[src/rtl/asrv32_pkg.sv]
// Shared constants for the ASRV32 writeback stage and load aligner.
package asrv32_pkg;

    // Load funct3 encodings
    localparam logic [2:0] F3_LB  = 3'b000;
    localparam logic [2:0] F3_LH  = 3'b001;
    localparam logic [2:0] F3_LW  = 3'b010;
    localparam logic [2:0] F3_LBU = 3'b100;
    localparam logic [2:0] F3_LHU = 3'b101;

    // Writeback FSM state encodings
    localparam logic ST_IDLE     = 1'b0;
    localparam logic ST_WAIT_ACK = 1'b1;

endpackage

[src/rtl/asrv32_load_align.sv]
// Combinational load aligner: extracts and extends the addressed byte/half/word
// and flags misaligned or illegal loads. Shared with the LSU.
module asrv32_load_align
    import asrv32_pkg::*;
(
    input  logic [2:0]  funct3,
    input  logic [1:0]  lsb,
    input  logic [31:0] word,
    output logic [31:0] data,
    output logic        fault
);

    logic [7:0]  byte_v;
    logic [15:0] half_v;

    // Select the addressed lane, then extend according to funct3
    always_comb begin
        byte_v = word[{lsb, 3'b000} +: 8];
        half_v = lsb[1] ? word[31:16] : word[15:0];
        data   = '0;
        fault  = 1'b0;
        unique case (funct3)
            F3_LB: data = {{24{byte_v[7]}}, byte_v};
            F3_LBU: data = {24'h000000, byte_v};
            F3_LH: begin
                data  = {{16{half_v[15]}}, half_v};
                fault = lsb[0];
            end
            F3_LHU: begin
                data  = {16'h0000, half_v};
                fault = lsb[0];
            end
            F3_LW: begin
                data  = word;
                fault = (lsb != 2'b00);
            end
            default: fault = 1'b1;
        endcase
    end

endmodule

[src/rtl/asrv32_writeback.sv]
// ASRV32 writeback stage: drives the register-file write port from ALU results
// or aligned load data, stalling upstream while a load waits for its ack.
module asrv32_writeback
    import asrv32_pkg::*;
#(
    parameter int unsigned ACK_TIMEOUT = 16,
    parameter int unsigned TMR_W       = 8
) (
    input  logic        i_clk,
    input  logic        i_rst_n,
    input  logic        i_ce,
    input  logic        i_flush,
    input  logic        i_wr_rd,
    input  logic [4:0]  i_rd_addr,
    input  logic [31:0] i_alu_data,
    input  logic        i_is_load,
    input  logic [2:0]  i_funct3,
    input  logic [1:0]  i_addr_lsb,
    input  logic [31:0] i_mem_data,
    input  logic        i_ack,
    output logic        o_ce_wr,
    output logic [4:0]  o_rd_addr,
    output logic [31:0] o_rd_data,
    output logic        o_stall,
    output logic        o_err
);

    localparam logic [TMR_W-1:0] TimerLast = TMR_W'(ACK_TIMEOUT - 1);

    logic             state_q, state_d;
    logic [TMR_W-1:0] timer_q, timer_d;
    logic             ce_wr_q, ce_wr_d;
    logic             err_q, err_d;
    logic [4:0]       rd_addr_q, rd_addr_d;
    logic [31:0]      rd_data_q, rd_data_d;

    // Load context held while waiting for the ack
    logic       lat_wr_q, lat_wr_d;
    logic [4:0] lat_rd_q, lat_rd_d;
    logic [2:0] lat_funct3_q, lat_funct3_d;
    logic [1:0] lat_lsb_q, lat_lsb_d;

    logic [2:0]  al_funct3;
    logic [1:0]  al_lsb;
    logic [31:0] al_data;
    logic        al_fault;

    // Aligner sees the live request in IDLE and the latched one in WAIT_ACK
    always_comb begin
        al_funct3 = (state_q == ST_WAIT_ACK) ? lat_funct3_q : i_funct3;
        al_lsb    = (state_q == ST_WAIT_ACK) ? lat_lsb_q : i_addr_lsb;
    end

    asrv32_load_align u_align (
        .funct3 (al_funct3),
        .lsb    (al_lsb),
        .word   (i_mem_data),
        .data   (al_data),
        .fault  (al_fault)
    );

    // Upstream hold: outstanding load without ack, or a load issuing unacked
    always_comb begin
        o_stall = ((state_q == ST_WAIT_ACK) && !i_ack) ||
                  ((state_q == ST_IDLE) && i_ce && i_is_load && !i_ack && !i_flush);
    end

    // Next-state and registered-output logic
    always_comb begin
        state_d      = state_q;
        timer_d      = timer_q;
        ce_wr_d      = 1'b0;
        err_d        = 1'b0;
        rd_addr_d    = rd_addr_q;
        rd_data_d    = rd_data_q;
        lat_wr_d     = lat_wr_q;
        lat_rd_d     = lat_rd_q;
        lat_funct3_d = lat_funct3_q;
        lat_lsb_d    = lat_lsb_q;

        if (i_flush) begin
            // Kill anything in flight; nothing is written or reported
            state_d = ST_IDLE;
            timer_d = '0;
        end else if (state_q == ST_IDLE) begin
            if (i_ce) begin
                if (!i_is_load) begin
                    ce_wr_d   = i_wr_rd && (i_rd_addr != 5'd0);
                    rd_addr_d = i_rd_addr;
                    rd_data_d = i_alu_data;
                end else if (i_ack) begin
                    if (al_fault) begin
                        err_d = 1'b1;
                    end else begin
                        ce_wr_d   = i_wr_rd && (i_rd_addr != 5'd0);
                        rd_addr_d = i_rd_addr;
                        rd_data_d = al_data;
                    end
                end else begin
                    state_d      = ST_WAIT_ACK;
                    timer_d      = '0;
                    lat_wr_d     = i_wr_rd;
                    lat_rd_d     = i_rd_addr;
                    lat_funct3_d = i_funct3;
                    lat_lsb_d    = i_addr_lsb;
                end
            end
        end else begin
            if (i_ack) begin
                // Ack beats a same-cycle timeout
                state_d = ST_IDLE;
                timer_d = '0;
                if (al_fault) begin
                    err_d = 1'b1;
                end else begin
                    ce_wr_d   = lat_wr_q && (lat_rd_q != 5'd0);
                    rd_addr_d = lat_rd_q;
                    rd_data_d = al_data;
                end
            end else if (timer_q == TimerLast) begin
                state_d = ST_IDLE;
                timer_d = '0;
                err_d   = 1'b1;
            end else begin
                timer_d = timer_q + TMR_W'(1);
            end
        end
    end

    // State and output registers with synchronous active-low reset
    always_ff @(posedge i_clk) begin
        if (!i_rst_n) begin
            state_q      <= ST_IDLE;
            timer_q      <= '0;
            ce_wr_q      <= 1'b0;
            err_q        <= 1'b0;
            rd_addr_q    <= '0;
            rd_data_q    <= '0;
            lat_wr_q     <= 1'b0;
            lat_rd_q     <= '0;
            lat_funct3_q <= '0;
            lat_lsb_q    <= '0;
        end else begin
            state_q      <= state_d;
            timer_q      <= timer_d;
            ce_wr_q      <= ce_wr_d;
            err_q        <= err_d;
            rd_addr_q    <= rd_addr_d;
            rd_data_q    <= rd_data_d;
            lat_wr_q     <= lat_wr_d;
            lat_rd_q     <= lat_rd_d;
            lat_funct3_q <= lat_funct3_d;
            lat_lsb_q    <= lat_lsb_d;
        end
    end

    // Register-file port is driven straight from the output registers
    always_comb begin
        o_ce_wr   = ce_wr_q;
        o_err     = err_q;
        o_rd_addr = rd_addr_q;
        o_rd_data = rd_data_q;
    end

endmodule
[config.mk]
export PLATFORM = sky130hd
export DESIGN_NAME = asrv32_writeback
export DESIGN_NICKNAME = d
export VERILOG_FILES = /design/src/rtl/asrv32_pkg.sv /design/src/rtl/asrv32_load_align.sv /design/src/rtl/asrv32_writeback.sv
export SDC_FILE = /design/constraint.sdc
export NUM_CORES = 1
export LEC_CHECK = 0
export ABC_AREA = 1
export ABC_CLOCK_PERIOD_IN_PS = 8200
export BUFFER_PORTS_ARGS = -buffer_cell sky130_fd_sc_hd__buf_2
export CAP_MARGIN = 15
export CORE_UTILIZATION = 45
export DETAILED_ROUTE_END_ITERATION = 10
export GPL_TIMING_DRIVEN = 0
export PLACE_DENSITY = 0.77
export SLEW_MARGIN = 0
export SYNTH_ARGS = -nofsm -noshare
export SYNTH_HDL_FRONTEND = slang
export SYNTH_HIERARCHICAL = 1
export SYNTH_SLANG_ARGS = --single-unit
export TNS_END_PERCENT = 20
[constraint.sdc]
create_clock -name i_clk -period 8.2 [get_ports i_clk]
set_clock_uncertainty 0.2 [all_clocks]
set_input_delay 1.23 -clock i_clk [delete_from_list [all_inputs] [get_ports i_clk]]
set_output_delay 1.23 -clock i_clk [all_outputs]
set_load 0.03 [all_outputs]
==> results.json, run 1 <==
{
  "use_met1_pct": 30.3,
  "critPathLaunchType": "input port",
  "synth_compound_area_share_pct": 13.3,
  "synthXorXnorAreaFrac_pct": 0,
  "cts_sinks": 59,
  "boundaryPins": 121,
  "final_cell_mix": "nand2_1 (225), buf_2 (128), nor2_1 (121)",
  "clock_path_buffers": 2,
  "die_h_um": 93.9,
  "gr-usage-met3_pct": 5.42,
  "ys.warnings.count": 6,
  "cpPeakStageDelay_ns": 0.22,
  "place_area_um2": 4530,
  "final_core_util_pct": 57.8,
  "cts_setup_buffers": 0,
  "final_common_cell": "nand2_1",
  "nets": 866,
  "ctsHtreeMaxLevel": 3,
  "cts_tree": "built",
  "die_area_um2": 8810,
  "synth_seq_area_share_pct": 31.1,
  "crit_top_cell": "buf_2",
  "viasPerCell": 4.92,
  "power_density_nw_per_um2": 161,
  "critPathTopFamily": "buffers and inverters",
  "fin_tns_setup_ns": 0,
  "synthMuxAreaShare_pct": 0,
  "grt_use_total_pct": 25.7,
  "cp.required_ns": 6.77,
  "crit_fanout": 10,
  "clkPwrFrac_pct": 35.2,
  "finalSetupViolCount": 0,
  "finalWirelength_um": 11000,
  "p_seq_share_pct": 40.4,
  "drt_iter0_drc": 233,
  "gp_congestion": 0.963,
  "clk_pin_slew_worst_paths_ns": 0.06,
  "clk_latency_ns": 0.34,
  "fmax_mhz": 279,
  "p_total_uw": 761,
  "net-switching-power_uw": 239,
  "grt_max_degree": 11,
  "ys_types": 25,
  "end_kind": "output port",
  "antenna_found_initial": 0,
  "postCtsHoldBufs": 0,
  "slowest_stage": "buf_2",
  "cap_violations": 0,
  "worst_pin_slew_ns": 1.01,
  "drc": 0,
  "fin_area_um2": 4720,
  "fp.coreArea_um2": 8180,
  "clk_root_buffer_cell": "clkbuf_8",
  "cts_buffers": 9,
  "start_util_pct": 46.5,
  "wire_per_inst_um": 12.3,
  "die_x_um": 93.9,
  "ys_ff_latch": 59,
  "final-hold-violation-count": 0,
  "cts-resized-gates": 0,
  "arrival_ns": 2.16,
  "relSlewSlack_pct": 31.8,
  "area_delta_synth_final_pct": 24.4,
  "p_comb_share_pct": 24.4,
  "outcome": "finished clean",
  "syn-num-nets": 735,
  "cp_cell_sequence": "buf_2 > nand2_1 > nor2_1 > nand3_2 > buf_2 > nand2_1 > buf_2",
  "route.vias.total": 4391,
  "fill_cells": 848,
  "firstDrtPassIters": 4,
  "rows": 33,
  "path_class": "in -> out",
  "synth_top_family_by_area": "simple AND/OR/NAND/NOR gates",
  "yosys.area_share.adder_pct": 0.329,
  "drv_slew": 0,
  "swShare_pct": 31.4,
  "port_buffers": 120,
  "grt_pass1_wl_um": 17900,
  "holdWs_ns": 0.251,
  "busiest_layer": "met2",
  "ant_nets": 0,
  "syn_inst": 653,
  "finalCriticalPeriod_ns": 3.59,
  "worst_ir_drop_vdd_mv": 0.0886,
  "hp-class": "reg -> reg",
  "diodes": 0,
  "synth_area_um2": 3800,
  "post-route-period-util_pct": 43.8,
  "rsz0062_at_grt": "false",
  "syn_avg_cell_area_um2": 5.82,
  "p_int_uw": 522,
  "dp.final_hpwl_um": 8610,
  "critical_path_buf_inv_count": 3,
  "overflow": 0,
  "leakagePower_uw": 0.00262,
  "synth_simple_gate_area_share_pct": 42.7,
  "gr-usage-met2_pct": 45.3,
  "first_global_vias": 4128,
  "drive_gt1_share_pct": 23.7
}
==> synthesized netlist by cell type, drive strengths merged <==
master	number	share of area, %
nand2	236	24
nor2	126	13
o21ai	76	10
inv	67	6.6
dfxtp	59	31
buf	25	5.3
a21oi	21	2.9
nand3	20	3.2
nand4	12	2.0
clkbuf	7	0.69
nor3	2	0.26
a211oi	1	0.20
ha	1	0.33
==> sequential cells by signal (all words and copies together) (netlist names) <==
name / cells
o_rd_addr: 5
o_rd_data: 32
lat_lsb_q: 2
state_q: 1
o_err: 1
lat_funct3_q: 3
timer_q: 8
lat_wr_q: 1
lat_rd_q: 5
o_ce_wr: 1
==> kinds of logic (layout without fill, tap and decap cells) <==
family                   count (synthesis)  after routing
adder cells (fa/ha/maj)                  1              1
flip-flops                              59             59
AO/OA/AOI/OAI                           98             98
AND/OR/NAND/NOR                        396            396
buffers and inverters                   99            234
==> worst min-delay path, stage by stage (launching register included) <==
cell and delay, ns:
dfxtp_1 0.30, inv_1 0.05, a21oi_1 0.05
==> area by class of cell <==
type | count | area (um^2) | share of cell area [%]
Multi-Input combinational cell | 495 | 2140 | 45.3
Sequential cell | 59 | 1180 | 25.0
Timing Repair Buffer | 120 | 601 | 12.7
Inverter | 67 | 251 | 5.32
Buffer | 32 | 228 | 4.82
Clock buffer | 13 | 159 | 3.36
Tap cell | 105 | 131 | 2.78
Clock inverter | 2 | 35.0 | 0.742
==> stage by stage <==
stage,cells,worst slack [ns]
after CTS,893,4.62
after detailed placement,878,4.59
final,893,4.61
after floorplan,653,4.89
after global routing,893,4.36
after global placement,878,4.62
==> final timing paths <==
kind                        startpoint  slack, ns  depth (start not counted)                   endpoint
min reg2reg  lat_lsb_q[0]$_SDFFE_PN0P_       0.25                          2  lat_lsb_q[0]$_SDFFE_PN0P_
min          lat_lsb_q[0]$_SDFFE_PN0P_       0.25                          2  lat_lsb_q[0]$_SDFFE_PN0P_
max                          i_is_load       4.61                          7                    o_stall
max reg2reg         state_q$_SDFF_PP0_       4.65                         14  o_rd_data[4]$_SDFFE_PN0P_
==> routing by layer <==
layer  wire, um  vias to the layer above
met5          0                        -
met4        247                        0
met3        695                       20
met2       5200                      149
met1       4820                     1935
li1           -                     2287
==> power by group through the flow <==
stage	Sequential, uW	Combinational (uW)	Clock [uW]
after floorplan	339	99.6	0
after global placement	314	181	0
after detailed placement	314	184	0
after CTS	308	184	272
after global routing	309	207	285
final	308	185	268
Power figures use the tool's default switching activity.
==> inputs of run 2 (changes only) <==
--- a/config.mk
+++ b/config.mk
@@ -5,14 +5,14 @@
 export SDC_FILE = /design/constraint.sdc
 export NUM_CORES = 1
 export LEC_CHECK = 0
-export ABC_AREA = 1
-export ABC_CLOCK_PERIOD_IN_PS = 8200
+export ABC_AREA = 0
+export ABC_CLOCK_PERIOD_IN_PS = 3100
 export BUFFER_PORTS_ARGS = -buffer_cell sky130_fd_sc_hd__buf_2
 export CAP_MARGIN = 15
 export CORE_UTILIZATION = 45
 export DETAILED_ROUTE_END_ITERATION = 10
 export GPL_TIMING_DRIVEN = 0
-export PLACE_DENSITY = 0.77
+export PLACE_DENSITY = 0.8
 export SLEW_MARGIN = 0
 export SYNTH_ARGS = -nofsm -noshare
 export SYNTH_HDL_FRONTEND = slang
==> constraint.sdc (replaced) <==
create_clock -name i_clk -period 3.1 [get_ports i_clk]
set_clock_uncertainty 0.2 [all_clocks]
set_input_delay 0.465 -clock i_clk [delete_from_list [all_inputs] [get_ports i_clk]]
set_output_delay 0.465 -clock i_clk [all_outputs]
set_load 0.03 [all_outputs]
==> run 2 against run 1 <==
Compared with the run above: global-route usage grew 0.51 points; final area shrank 1.4%; sequential cell count is the same; register-to-register slack lost 4.5 ns; worst hold slack lost 0.072 ns; largest cell class unchanged; combinational power grew to 2.7 times the previous value; final cell count shrank 24%; critical endpoint is now o_rd_data[19]$_SDFFE_PN0P_; sequential share of layout area grew 0.44 points; synthesized cell count shrank 32%.
==> results.json, run 2 <==
{
  "yosys.area.top_type": "dfxtp_1",
  "clk_pin_slew_worst_paths_ns": 0.07,
  "power_density_nw_per_um2": 415,
  "clk_root_buffer_cell": "clkbuf_8",
  "largest_register_ffs": 32,
  "final_cell_mix": "buf_2 (121), nand2_1 (107), dfxtp_1 (58)",
  "viasPerCell": 5.76,
  "drive_gt1_share_pct": 32.6,
  "synth_compound_area_share_pct": 31.0,
  "synth_top_family_by_area": "compound AO/OA/AOI/OAI gates",
  "ant_nets": 0,
  "die_area_um2": 8510,
  "cts_tree": "built",
  "finalSetupViolCount": 0,
  "synth_top_cells_by_area": "dfxtp_1 (32%), nand2_1 (11%), o211a_1 (10%)",
  "drt_iter0_drc": 266,
  "r2r_start": "state_q$_SDFF_PP0_",
  "gp_congestion": 0.866,
  "synth-async-reset-ratio_pct": 0,
  "finalCriticalPeriod_ns": 2.99,
  "r2r_slack_ns": 0.11,
  "synth_area_um2": 3670,
  "boundaryPins": 121,
  "clock_path_buffers": 2,
  "place_area_um2": 4390,
  "final_common_cell": "buf_2",
  "grt_pass1_wl_um": 17600,
  "fin_area_um2": 4660,
  "dp.final_hpwl_um": 8350,
  "ys_types": 52,
  "end_kind": "flip-flop",
  "syn_inst": 442,
  "yosysMostFrequentCell": "nand2_1",
  "relSlewSlack_pct": 44.7,
  "critPathLaunchType": "flip-flop",
  "first_global_vias": 3612,
  "clk_latency_ns": 0.34,
  "fmax_mhz": 335,
  "port_buffers": 119,
  "overflow": 0,
  "route.vias.total": 3929,
  "cts_buffers": 9,
  "grt_max_degree": 11,
  "syn-num-nets": 524,
  "leakagePower_uw": 0.00233,
  "path_class": "reg -> reg",
  "hp-class": "in -> reg",
  "synth_seq_area_share_pct": 32.2,
  "startpoint": "state_q$_SDFF_PP0_",
  "diodes": 0,
  "ys_ff_latch": 59,
  "fp.coreArea_um2": 7810,
  "worst_ir_drop_vdd_mv": 0.263,
  "syn_avg_cell_area_um2": 8.29,
  "fin_tns_setup_ns": 0,
  "synthXorXnorAreaFrac_pct": 0,
  "cts_sinks": 59,
  "final_core_util_pct": 59.6,
  "synth_common_cells": "nand2_1 (107), dfxtp_1 (59), o211a_1 (37)",
  "synth-edff-count": 0,
  "rows": 32,
  "rsz0062_at_grt": "false",
  "grt_use_total_pct": 26.3,
  "arrival_ns": 3.02,
  "die_x_um": 92.3,
  "area_delta_synth_final_pct": 27.0,
  "firstDrtPassIters": 5,
  "cp.required_ns": 3.13,
  "finalWirelength_um": 11300,
  "antenna_found_initial": 0,
  "drv_slew": 0,
  "die_h_um": 92.3,
  "worst_pin_slew_ns": 0.828,
  "yosys.area_share.adder_pct": 0.341,
  "ys.warnings.count": 6,
  "nets": 659,
  "synth_simple_gate_area_share_pct": 23.2,
  "outcome": "finished clean",
  "final-hold-violation-count": 0,
  "ys.flop_type": "dfxtp_1",
  "ctsHtreeMaxLevel": 3,
  "wire_per_inst_um": 16.6,
  "crit_fanout": 14,
  "cap_violations": 0,
  "timing.rr.end": "o_rd_data[19]$_SDFFE_PN0P_",
  "post-route-period-util_pct": 96.3,
  "drc": 0,
  "start_util_pct": 47.0,
  "synth_top_area_share_pct": 32.2,
  "p_total_uw": 1930,
  "crit_end": "o_rd_data[19]$_SDFFE_PN0P_",
  "synthMuxAreaShare_pct": 6.31,
  "ff2ff_path_depth": 11
}
==> run 2: layout make-up <==
type / count / area, um^2
Buffer: 39 / 248
Clock buffer: 11 / 151
Clock inverter: 3 / 15.0
Fill cell: 746 / 3150
Inverter: 3 / 11.3
Multi-Input combinational cell: 339 / 2250
Sequential cell: 59 / 1180
Tap cell: 102 / 128
Timing Repair Buffer: 126 / 669
==> run 2: report_power, final <==
part           internal, uW  total (uW)  switching, uW
Combinational           208         507            300
Sequential              793         812           18.9
Clock                   320         613            293
Total                  1320        1930            612
==> run 2: cells by family (layout without fill, tap and decap cells) <==
kind of cell,count (synthesis),count (layout)
and+or+nand+nor,190,190
AOI/OAI and AO/OA,128,128
DFF,59,59
buffers and inverters,44,182
muxes,20,20
adders and majority gates,1,1
==> run 2: critical path: stages, from the launching register on <==
cell and delay [ns]:
dfxtp_4 0.45, mux2_2 0.36, buf_4 0.16, or2_4 0.26, o21a_1 0.17, o22a_1 0.19, nand2b_4 0.16, a211oi_4 0.34
buf_6 0.22, clkbuf_16 0.15, nand3_1 0.08, o211a_1 0.14
==> run 2: through the flow <==
stage,cells,setup slack (ns),hold slack [ns]
global route,682,0.0243,0.192
floorplan,442,0.00847,0.240
global placement,663,-0.393,0.247
detailed placement,663,-0.420,0.258
finish,682,0.115,0.179
CTS,682,-0.000682,0.174
==> run 2: worst min path at each step <==
stage / from / slack [ns] / endpoint / depth (start not counted)
2_1_floorplan: lat_funct3_q[0]$_SDFFE_PN0P_ / 0.24 / lat_funct3_q[0]$_SDFFE_PN0P_ / 2
3_3_place_gp: lat_funct3_q[0]$_SDFFE_PN0P_ / 0.25 / lat_funct3_q[0]$_SDFFE_PN0P_ / 2
3_5_place_dp: lat_lsb_q[1]$_SDFFE_PN0P_ / 0.26 / lat_lsb_q[1]$_SDFFE_PN0P_ / 2
4_1_cts: i_addr_lsb[1] / 0.17 / lat_lsb_q[1]$_SDFFE_PN0P_ / 3
5_1_grt: i_addr_lsb[1] / 0.19 / lat_lsb_q[1]$_SDFFE_PN0P_ / 3
6_report: i_addr_lsb[1] / 0.18 / lat_lsb_q[1]$_SDFFE_PN0P_ / 3
==> run 2: per-layer routing <==
| metal | global-route usage [%] | vias up | wire (um) | part of all wire (%) |
|---|---|---|---|---|
| met5 | 0 | - | 0 | 0 |
| li1 | - | 1892 | - | - |
| met3 | 6.47 | 29 | 743 | 6.6 |
| met4 | 8.72 | 0 | 276 | 2.4 |
| met1 | 33.7 | 1852 | 4930 | 44 |
| met2 | 42.9 | 156 | 5380 | 47 |
==> run 2: repair_timing <==
item / CTS / global route
gates resized for setup: 13 / 5
setup buffers: 3 / 1
gates cloned: 2 / 1
pin swaps: 1 / 1
hold buffers: 0 / 0
endpoints found under the setup margin: 37 / 37
==> inputs of run 3 (changes only) <==
--- a/config.mk
+++ b/config.mk
@@ -9,10 +9,12 @@
 export ABC_CLOCK_PERIOD_IN_PS = 3100
 export BUFFER_PORTS_ARGS = -buffer_cell sky130_fd_sc_hd__buf_2
 export CAP_MARGIN = 15
-export CORE_UTILIZATION = 45
+export CELL_PAD_IN_SITES_DETAIL_PLACEMENT = 0
+export CELL_PAD_IN_SITES_GLOBAL_PLACEMENT = 1
+export CORE_UTILIZATION = 33
 export DETAILED_ROUTE_END_ITERATION = 10
 export GPL_TIMING_DRIVEN = 0
-export PLACE_DENSITY = 0.8
+export PLACE_DENSITY = 0.81
 export SLEW_MARGIN = 0
 export SYNTH_ARGS = -nofsm -noshare
 export SYNTH_HDL_FRONTEND = slang
==> run 3 against run 2 <==
Compared with the run above: the flow now finishes with violations (DRC); total power is 0.23% lower; clock-buffer cell count is 1 higher; routed wire length is 5.0% higher; via count is 2.6% lower; sequential share of layout area is 0.18 points lower; critical path depth is 1 higher; worst setup slack better by 0.022 ns.
==> results.json, run 3 (synthesis gave the netlist of run 2 again) <==
{
  "outcome": "complete, but fails checks",
  "violations": "DRC",
  "dp.cells": 701,
  "largest_register_ffs": 32,
  "hp-class": "in -> reg",
  "final_common_cell": "buf_2",
  "wl_met2_um": 5670,
  "grt_use_total_pct": 20.7,
  "holdWs_ns": 0.182,
  "arrival_ns": 2.99,
  "fp.coreArea_um2": 10800,
  "drive_gt1_share_pct": 32.4,
  "cap_violations": 0,
  "end_kind": "flip-flop",
  "p_seq_share_pct": 42.1,
  "cts_sinks": 59,
  "relSlewSlack_pct": 40.8,
  "top_layer_used": "met4",
  "drv_slew": 0,
  "crit_fanout": 10,
  "overflow": 0,
  "path_class": "reg -> reg",
  "wl_met1_um": 5460,
  "clk_latency_ns": 0.34,
  "finalSetupViolCount": 0,
  "grt_max_degree": 11,
  "multi_input_area_um2": 2250,
  "finalCriticalPeriod_ns": 2.96,
  "final-hold-violation-count": 0,
  "diodes": 0,
  "fill_cells": 1135,
  "clock_path_buffers": 2,
  "final_cell_mix": "buf_2 (122), nand2_1 (107), dfxtp_1 (58)",
  "cts_tree": "built",
  "drc": 2,
  "ff2ff_path_depth": 12,
  "p_total_uw": 1930,
  "clkPwrFrac_pct": 31.8,
  "p_int_uw": 1300,
  "critPathLaunchType": "flip-flop",
  "finalWirelength_um": 11900,
  "p_comb_share_pct": 26.0,
  "postCtsHoldBufs": 0,
  "swShare_pct": 32.5,
  "worst_pin_slew_ns": 0.886,
  "viasPerCell": 5.31,
  "boundaryPins": 121,
  "rows": 38,
  "dp.final_hpwl_um": 8970,
  "start_util_pct": 33.8,
  "gp_congestion": 0.851,
  "net-switching-power_uw": 628,
  "ctsHtreeMaxLevel": 3,
  "area_delta_synth_final_pct": 27.7,
  "first_global_vias": 3623,
  "clk_root_buffer_cell": "clkbuf_8",
  "instances_no_fill": 720,
  "grt_pass1_wl_um": 18400,
  "route.vias.total": 3825,
  "port_buffers": 119,
  "clk_pin_slew_worst_paths_ns": 0.07,
  "antenna_found_initial": 0,
  "drt_iter0_drc": 278,
  "post-route-period-util_pct": 95.6,
  "die_x_um": 107,
  "seqCellArea_um2": 1180,
  "wire_per_inst_um": 16.5,
  "ant_nets": 0,
  "dr_wl_met3_um": 629,
  "die_h_um": 107,
  "cts_buffers": 9,
  "cp.required_ns": 3.13,
  "firstDrtPassIters": 7,
  "worst_ir_drop_vdd_mv": 0.229,
  "leakagePower_uw": 0.00232,
  "die_area_um2": 11500,
  "power_density_nw_per_um2": 412,
  "hold_depth": 3,
  "nets": 658,
  "fmax_mhz": 337
}
## run 3: cell types whose count changed in the layout (fill, tap and decap cells not counted), sizes merged
cell,delta
buf,+1
clkbuf,-1
## run 3: power groups by stage
stage	sequential, uW	combinational, uW	clock (uW)
floorplan	891	261	0
global route	816	544	662
CTS	813	495	629
detailed placement	829	489	0
finish	813	502	614
global placement	828	484	0
## run 3: worst paths after layout
kind | slack [ns] | endpoint | from
setup / recovery | 0.14 | o_rd_addr[2]$_SDFFE_PN0P_ | state_q$_SDFF_PP0_
hold / removal | 0.18 | lat_lsb_q[1]$_SDFFE_PN0P_ | i_addr_lsb[1]
setup reg to reg | 0.14 | o_rd_addr[2]$_SDFFE_PN0P_ | state_q$_SDFF_PP0_
hold reg to reg | 0.27 | lat_funct3_q[0]$_SDFFE_PN0P_ | lat_funct3_q[0]$_SDFFE_PN0P_
## run 3: metrics by stage
| step | worst slack [ns] | cell area (um^2) | TNS, ns | util, % |
|---|---|---|---|---|
| after CTS | 0.0178 | 4640 | 0 | 42.8 |
| after global routing | -0.00150 | 4680 | -0.00150 | 43.2 |
| after global placement | -0.413 | 4440 | -13.78 | 40.9 |
| final | 0.137 | 4680 | 0 | 43.2 |
| after detailed placement | -0.418 | 4440 | -13.59 | 40.9 |
| after floorplan | 0.00847 | 3670 | 0 | - |
## run 3: what timing repair did
item                                    4_1_cts  5_1_grt
cloned                                        1        0
pin swaps                                     1        1
resized for setup                             8        6
endpoints found under the setup margin       37       37
buffers inserted                              2        3
## run 3: routing by layer
layer / vias to the layer above / track usage (%)
met3: 12 / 3.45
li1: 1895 / -
met4: 0 / 8.71
met1: 1806 / 27.6
met5: - / 0
met2: 112 / 33.1
## run 3: critical path: stages, from the launching register on
cell      delay, ns
dfxtp_2        0.34
buf_6          0.10
buf_8          0.13
mux2_4         0.33
or2_2          0.33
o21a_1         0.18
o22a_1         0.19
nand2b_4       0.17
a211oi_4       0.32
buf_6          0.20
buf_4          0.17
nand2_1        0.06
o211a_1        0.12
## run 3: layout make-up
type,instances,area share [%]
Clock inverter,3,0.321
Tap cell,140,3.74
Buffer,39,5.53
Multi-Input combinational cell,339,48.2
Sequential cell,59,25.3
Inverter,3,0.241
Clock buffer,12,3.10
Timing Repair Buffer,125,13.6
